<file path="config.mk">
export PLATFORM = sky130hd
export DESIGN_NAME = pipeline_perf_monitor
export DESIGN_NICKNAME = d
export VERILOG_FILES = /design/src/rtl/perf_pkg.sv /design/src/rtl/sat_counter.sv /design/src/rtl/pipeline_perf_monitor.sv
export SDC_FILE = /design/constraint.sdc
export NUM_CORES = 1
export LEC_CHECK = 0
export CAP_MARGIN = 20
export CORE_UTILIZATION = 46
export DETAILED_ROUTE_END_ITERATION = 7
export HOLD_SLACK_MARGIN = 0.15
export PLACE_DENSITY = 0.79
export SYNTH_ARGS = -nofsm -noshare
export SYNTH_HDL_FRONTEND = slang
export SYNTH_SLANG_ARGS = --single-unit
</file>
<file path="constraint.sdc">
create_clock -name clock -period 3.5 [get_ports clock]
set_input_delay 0.875 -clock clock [delete_from_list [all_inputs] [get_ports clock]]
set_output_delay 0.875 -clock clock [all_outputs]
set_load 0.03 [all_outputs]
</file>
<file path="src/rtl/perf_pkg.sv">
// Shared types and constants for the pipeline performance monitor.
package perf_pkg;

    typedef enum logic [1:0] {
        IDLE    = 2'd0,
        RUN     = 2'd1,
        HALTED  = 2'd2,
        TIMEOUT = 2'd3
    } perf_state_t;

    // ecall is used as the end-of-program marker by the test programs.
    localparam logic [31:0] HALT_INSN_DEFAULT = 32'h0000_0073;

endpackage

</file>
<file path="src/rtl/sat_counter.sv">
// Saturating up-counter with synchronous clear; used for every monitor counter.
module sat_counter #(
    parameter int W = 32
) (
    input  logic         clock,
    input  logic         reset,
    input  logic         clr,
    input  logic         inc,
    output logic [W-1:0] q
);

    logic [W-1:0] cnt_q;
    logic [W-1:0] cnt_d;

    // Clear has priority over an increment in the same cycle; all-ones is sticky.
    always_comb begin
        cnt_d = cnt_q;
        if (clr) begin
            cnt_d = '0;
        end else if (inc && (cnt_q != '1)) begin
            cnt_d = cnt_q + W'(1);
        end
    end

    always_ff @(posedge clock) begin
        if (!reset) begin
            cnt_q <= '0;
        end else begin
            cnt_q <= cnt_d;
        end
    end

    assign q = cnt_q;

endmodule

</file>
<file path="src/rtl/pipeline_perf_monitor.sv">
// Performance and end-of-test monitor for the 5-stage pipeline: event counters,
// halt detection on a retired ecall, and a no-retirement watchdog.
module pipeline_perf_monitor
    import perf_pkg::*;
#(
    parameter int          CNT_W     = 32,
    parameter int          PC_W      = 32,
    parameter int          N_EVT     = 4,
    parameter int          WDOG_CYC  = 1024,
    parameter logic [31:0] HALT_INSN = HALT_INSN_DEFAULT
) (
    input  logic                   clock,
    input  logic                   reset,
    input  logic                   start,
    input  logic                   clear,
    input  logic                   retire_valid,
    input  logic [PC_W-1:0]        retire_pc,
    input  logic [31:0]            retire_insn,
    input  logic                   br_valid,
    input  logic                   br_taken,
    input  logic                   jmp_valid,
    input  logic                   flush,
    input  logic                   stall,
    input  logic [N_EVT-1:0]       evt,
    output logic [CNT_W-1:0]       cycle_cnt,
    output logic [CNT_W-1:0]       retired_cnt,
    output logic [CNT_W-1:0]       br_cnt,
    output logic [CNT_W-1:0]       br_taken_cnt,
    output logic [CNT_W-1:0]       jmp_cnt,
    output logic [CNT_W-1:0]       flush_cnt,
    output logic [CNT_W-1:0]       stall_cnt,
    output logic [N_EVT*CNT_W-1:0] evt_cnt,
    output logic [PC_W-1:0]        last_pc,
    output logic [1:0]             state,
    output logic                   done,
    output logic                   timeout
);

    localparam int               WDOG_W    = $clog2(WDOG_CYC);
    localparam logic [WDOG_W-1:0] WDOG_LAST = WDOG_W'(WDOG_CYC - 1);

    perf_state_t       state_q, state_d;
    logic [WDOG_W-1:0] wdog_q, wdog_d;
    logic [PC_W-1:0]   last_pc_q, last_pc_d;
    logic              done_q, done_d;
    logic              timeout_q, timeout_d;

    logic run;
    logic is_halt;

    assign run     = (state_q == RUN);
    assign is_halt = retire_valid && (retire_insn == HALT_INSN);

    // HALTED and TIMEOUT are terminal until reset; a halt retirement beats the watchdog.
    always_comb begin
        state_d = state_q;
        case (state_q)
            IDLE: begin
                if (start) begin
                    state_d = RUN;
                end
            end
            RUN: begin
                if (is_halt) begin
                    state_d = HALTED;
                end else if (!retire_valid && (wdog_q == WDOG_LAST)) begin
                    state_d = TIMEOUT;
                end
            end
            HALTED:  state_d = state_q;
            TIMEOUT: state_d = state_q;
            default: state_d = IDLE;
        endcase
        done_d    = (state_d == HALTED);
        timeout_d = (state_d == TIMEOUT);
    end

    always_comb begin
        wdog_d    = wdog_q;
        last_pc_d = last_pc_q;
        if (clear) begin
            wdog_d = '0;
        end else if (run) begin
            wdog_d = retire_valid ? '0 : (wdog_q + WDOG_W'(1));
        end
        if (run && retire_valid) begin
            last_pc_d = retire_pc;
        end
    end

    always_ff @(posedge clock) begin
        if (!reset) begin
            state_q   <= IDLE;
            wdog_q    <= '0;
            last_pc_q <= '0;
            done_q    <= 1'b0;
            timeout_q <= 1'b0;
        end else begin
            state_q   <= state_d;
            wdog_q    <= wdog_d;
            last_pc_q <= last_pc_d;
            done_q    <= done_d;
            timeout_q <= timeout_d;
        end
    end

    sat_counter #(.W(CNT_W)) u_cycle_cnt (
        .clock(clock), .reset(reset), .clr(clear), .inc(run), .q(cycle_cnt)
    );

    sat_counter #(.W(CNT_W)) u_retired_cnt (
        .clock(clock), .reset(reset), .clr(clear), .inc(run && retire_valid), .q(retired_cnt)
    );

    sat_counter #(.W(CNT_W)) u_br_cnt (
        .clock(clock), .reset(reset), .clr(clear), .inc(run && br_valid), .q(br_cnt)
    );

    sat_counter #(.W(CNT_W)) u_br_taken_cnt (
        .clock(clock), .reset(reset), .clr(clear), .inc(run && br_valid && br_taken),
        .q(br_taken_cnt)
    );

    sat_counter #(.W(CNT_W)) u_jmp_cnt (
        .clock(clock), .reset(reset), .clr(clear), .inc(run && jmp_valid), .q(jmp_cnt)
    );

    sat_counter #(.W(CNT_W)) u_flush_cnt (
        .clock(clock), .reset(reset), .clr(clear), .inc(run && flush), .q(flush_cnt)
    );

    sat_counter #(.W(CNT_W)) u_stall_cnt (
        .clock(clock), .reset(reset), .clr(clear), .inc(run && stall), .q(stall_cnt)
    );

    for (genvar i = 0; i < N_EVT; i++) begin : g_evt
        sat_counter #(.W(CNT_W)) u_evt_cnt (
            .clock(clock), .reset(reset), .clr(clear), .inc(run && evt[i]),
            .q(evt_cnt[i*CNT_W +: CNT_W])
        );
    end

    assign last_pc = last_pc_q;
    assign state   = state_q;
    assign done    = done_q;
    assign timeout = timeout_q;

endmodule

</file>
After elaboration in Yosys (flattened, before gate mapping) --
Cells that the tools add are included.
Cells by class: add/sub/neg operators 12, $mul 0, div/mod/pow operators 0, magnitude comparators 0, equality and inequality tests 18, shifts and indexed selects 0, muxes and demuxes 5, bitwise operators 1, reduce and logical (&&, ||, !) cells 27
Operator list (count):
- $add 32x1->32 const B | 11
- $ne 32x32->1 const B | 11
- $eq 32x7->1 const B | 1
- $logic_and 1x1->1 | 23
- $add 10x1->10 const B | 1
- $eq 10x10->1 const B | 1
- $mux 10 | 1
- $eq 2x2->1 const B | 4
- $mux 2 | 3
- $pmux 2 s3 | 1
- $reduce_or 2->1 | 2
- $eq 2x1->1 const B | 1
- $logic_not 2->1 | 1
- $logic_not 1->1 | 1
- $not 1->1 | 1
Storage, ports and cells: register bits after elaboration 398, bits in latches 0, RAM bits 0, bits in read-only memories 0, bits of input ports 78, output and inout port bits 388, word-level logic and storage cells 79, memories kept 0

Longest topological paths before layout --
word-level depth 6, mapped depth 9

Hierarchy --
Synthesis repeated with hierarchy kept, for this count alone.
Unflattened totals: cells, all modules 2462, area total of the unflattened synthesis 20260.7 um^2
By module, submodules not included:
- sat_counter | times used 11, cells an instance 203, area each 1667.8 um^2, sequential area each 640.6 um^2
- pipeline_perf_monitor | times used 1, cells an instance 229, area each 1914.3 um^2, sequential area each 920.9 um^2

Worst setup path after synthesis --
No wires, ideal clock.
path kind input -> register, start point input evt[1], end point register g_evt[1].u_evt_cnt.cnt_q[22], setup time 116 ps, arrival 2341 ps, required time 3384 ps, path slack 1043 ps, stages 6, cells stage by stage nand3b_1 > clkbuf_1 > or4_1 > nor3_2 > a21oi_1 > a31o_2
Between the ends: longest elaborated chain between the ends 2
Ends and longest elaborated chain:
- from (decl) | RTL line pipeline_perf_monitor.sv:24 | input logic [N_EVT-1:0] evt,
- $logic_and 1x1->1 | RTL line pipeline_perf_monitor.sv:138 | .clock(clock), .reset(reset), .clr(clear), .inc(run && evt[i]),
- $logic_and 1x1->1 | RTL line sat_counter.sv:20 | end else if (inc && (cnt_q != '1)) begin
- to (signal assigned) | RTL line sat_counter.sv:29 | cnt_q <= cnt_d;
- to (decl) | RTL line sat_counter.sv:12 | logic [W-1:0] cnt_q;
No other way between the ends. A chain may end at the register's enable or synchronous reset.

Final worst setup path --
start point register state_q[0], in the netlist state[0], end point output state[0]
RTL lines:
- from (decl) | RTL line pipeline_perf_monitor.sv:42 | perf_state_t state_q, state_d;
- from (signal assigned) | RTL line pipeline_perf_monitor.sv:99 | state_q <= state_d;
- to (decl) | RTL line pipeline_perf_monitor.sv:34 | output logic [1:0] state,
No word-level cell between the ends.

==> flow_summary_export.csv <==
group,metric,value,unit
sta,hold_viol,0,
yosys,yosysTopAreaCellShare,0.401,
worst_setup_path,start_kind,"flip-flop",
sta,drv_slew,0,
clocking,cts_resized,0,
clocking,numCtsBuffers,43,
yosys,synth.area.top_cells,"dfxtp_1 (40%), nand2_1 (5.3%), a21oi_1 (5.3%)",
yosys,synth_nets,2499,
place,dp_hpwl,45.0,mm
global_routing,grt_pass1_vias,19300,
hold_path,hold_path_class,"flip-flop to flip-flop",
yosys,synthArstFlopShare,0,
worst_setup_path,max_stage_delay,0.72,ns
sta,setup_viol,0,
detailed_routing,ant_nets,0,
power,power_density,366,mW/mm2
yosys,synth_cell_types,80,
global_routing,grt_max_degree,61,
worst_setup_path,crit_required,2.62,ns
place,gp_congestion,0.921,
sta,tightest_slew,1.08,ns
place,portBuffers,465,
floorplan,rows,75,
worst_setup_path,arrival,2.20,ns
worst_setup_path,crit_family,"buffers and inverters",
final_layout,mostFrequentLayoutCell,"clkdlybuf4s50_1",
worst_setup_path,critPathSlowestCell,"clkdlybuf4s50_1",
detailed_routing,top_layer,"met4",
place,dp_slack,0.298,ns
clocking,cts_setup_buffers,0,
clocking,clock-root-buffer,"clkbuf_16",
floorplan,io_pins,466,
worst_setup_path,cp_cell_sequence,"buf_12, clkdlybuf4s50_1",
global_routing,overflow,0,
yosys,syn_inst,2409,
sta,clock_skew,0.00645,ns
clocking,cts_hold_buffers,0,
yosys,yosys_most_used_dff,"dfxtp_1",
detailed_routing,viasPerCell,6.05,
detailed_routing,dr_wl_met2,29.0,mm
yosys,synth_area_per_cell,8.25,um2
worst_setup_path,path_buf_inv,2,
clocking,cts_tree,"done",
job,cap_violations,0,
floorplan,core_area,0.0423,mm2
global_routing,antenna_found_initial,1,
detailed_routing,vias,20800,
final_layout,drive_above_1_share,0.0576,
sta,finalSetupTns,0,ns
final_layout,nets,2924,
status,run_status,"finished clean",
sta,rsz0062_at_grt,"false",
worst_setup_path,worstSetupEndpointType,"primary output",
final_layout,layout_common_cells,"clkdlybuf4s50_1 (465), dfxtp_1 (398), nand2_1 (279)",
sta,timing.final.ws_setup,0.426,ns
global_routing,grt_usage,0.272,
sta,fin_crit_sh,0.878,
yosys,synth_top_area_cell,"dfxtp_1",
floorplan,die-area,0.0440,mm2
worst_setup_path,critPathMaxFanout,11,
yosys,yosysSeqAreaShare,0.401,
yosys,synth_area,0.0199,mm2
final_layout,area_growth_syn_to_layout,33.4,%
detailed_routing,drt_iter0_markers,1617,
clocking,clockBufferDepth,3,
global_routing,grt_first_pass_wirelength,99.1,mm
sta,post-route-min-period,3.07,ns
yosys,synth_edf_count,0,
sta,clock.fmax,325,MHz
clocking,clkSlewWorstSetupHoldPaths,0.06,ns
clocking,clock_sinks,398,
floorplan,die_h,210,um
detailed_routing,dr_wl_met3,5.07,mm
detailed_routing,wl_per_cell,18.0,um
power,ir_drop,0.352,mV
floorplan,die_w,210,um
detailed_routing,drt-met1-wl,25.4,mm
power,p_leak,8.00,nW
detailed_routing,routed_wl,61.9,mm
clocking,h-tree-depth,2,
detailed_routing,drc,0,
clocking,insertion_delay,0.56,ns
sta,relSlewSlack,0.269,
floorplan,initial_utilization,0.470,
yosys,ys_ff_latch,398,
worst_setup_path,crit_type,"flip-flop to primary output",
detailed_routing,firstDrtPassIters,6,
yosys,yosys_warnings,0,
-- state kept, by name (all words and copies together), names as in the netlist --
register,cells
u_retired_cnt.q,32
timeout,1
u_br_cnt.q,32
done,1
u_flush_cnt.q,32
g_evt.u_evt_cnt.q,128
u_cycle_cnt.q,32
u_stall_cnt.q,32
state,2
last_pc,32
u_br_taken_cnt.q,32
wdog_q,10
u_jmp_cnt.q,32
-- kinds of logic (layout without fill, tap and decap cells) --
kind of cell | after synthesis | in the layout | share of synthesized area
adder cells (fa/ha/maj) | 12 | 12 | 0.00755
other | 0 | 1 | 0
XOR/XNOR | 68 | 68 | 0.0300
AO/OA/AOI/OAI | 579 | 579 | 0.181
AND/OR/NAND/NOR | 1140 | 1140 | 0.323
buffers and inverters | 171 | 628 | 0.0365
flip-flops | 398 | 398 | 0.401
multiplexers | 41 | 41 | 0.0206
-- cell usage after synthesis, types with 4 or more instances --
library cell    n
nand4b_1        5
a21boi_0       32
o21a_1          6
xor2_1         22
and3_1         33
nand3_1       121
a211oi_1       10
a41o_1          6
nor4_1         47
o31a_1          7
and4_1         48
nor3_2          4
inv_1          42
nor3b_1         4
o311ai_0        7
a31oi_1        11
dfxtp_1       398
a21oi_1       209
o211ai_1       21
nor3_1         30
nor4_4          5
and2_1         20
mux2i_1        41
nand3b_1        7
o2111ai_1       9
buf_1           7
nand2b_1       42
ha_1           12
nor2_1        121
or3_2           5
xnor2_1        46
nand4_1       115
o21ai_0       136
a31o_2         10
buf_2          20
or3_1         129
clkbuf_1       94
a311oi_1        5
or4_1          90
o41ai_1         8
nand2_1       279
a2111oi_0       7
o31ai_1        77
buf_6           4
or2_2           8
-- where the power goes --
part           switching (mW)  leakage [nW]  internal [mW]
combinational           0.295          4.08          0.199
clock                    1.87         0.714           2.76
sequential             0.0242          3.21           4.56
total                    2.18          8.00           7.51
-- path summary, 6_finish.rpt --
kind                                              start                                    end  slack (ns)  cells past startpoint
worst max-delay path                state[0]$_SDFF_PN0_                               state[0]        0.43                      2
worst min-delay path            last_pc[7]$_SDFFE_PN0P_                last_pc[7]$_SDFFE_PN0P_        0.46                      2
worst min register to register  last_pc[7]$_SDFFE_PN0P_                last_pc[7]$_SDFFE_PN0P_        0.46                      2
worst max register to register      state[0]$_SDFF_PN0_  g_evt[3].u_evt_cnt.q[23]$_SDFFE_PP0P_        0.66                      6
-- metal layers --
layer,GRT usage,up-vias
li1,-,9968
met1,0.335,9896
met2,0.453,842
met3,0.0588,142
met4,0.127,0
met5,0,-
-- worst register-to-register path, cell delays in order, from the launching register on --
cell     delay [ns]
dfxtp_1        0.66
and2b_1        0.55
and2_1         0.31
nand2_1        0.35
buf_4          0.30
or4_1          0.46
a21oi_1        0.14
-- cell type report --
cell class	count	area (um2)
antenna	1	2.50
clock buffer	62	1280
clock inverter	15	153
fill	3600	15800
inverter	42	158
multi-input combinational	1840	11200
sequential	398	7970
tap	577	722
timing repair buffer	509	5030
-- through the flow --
step           area (um2)  total power, mW  utilization  hold WS [ns]  instances
2_1_floorplan       19900             4.93            -         0.454       2409
3_3_place_gp        25100             5.16        0.592         0.450       3364
3_5_place_dp        25100             5.17        0.592         0.457       3364
4_1_cts             26500             9.78        0.626         0.465       3441
5_1_grt             26500             10.0        0.626         0.482       3444
6_report            26500             9.69        0.626         0.462       3444
Power figures use the tool's default switching activity.
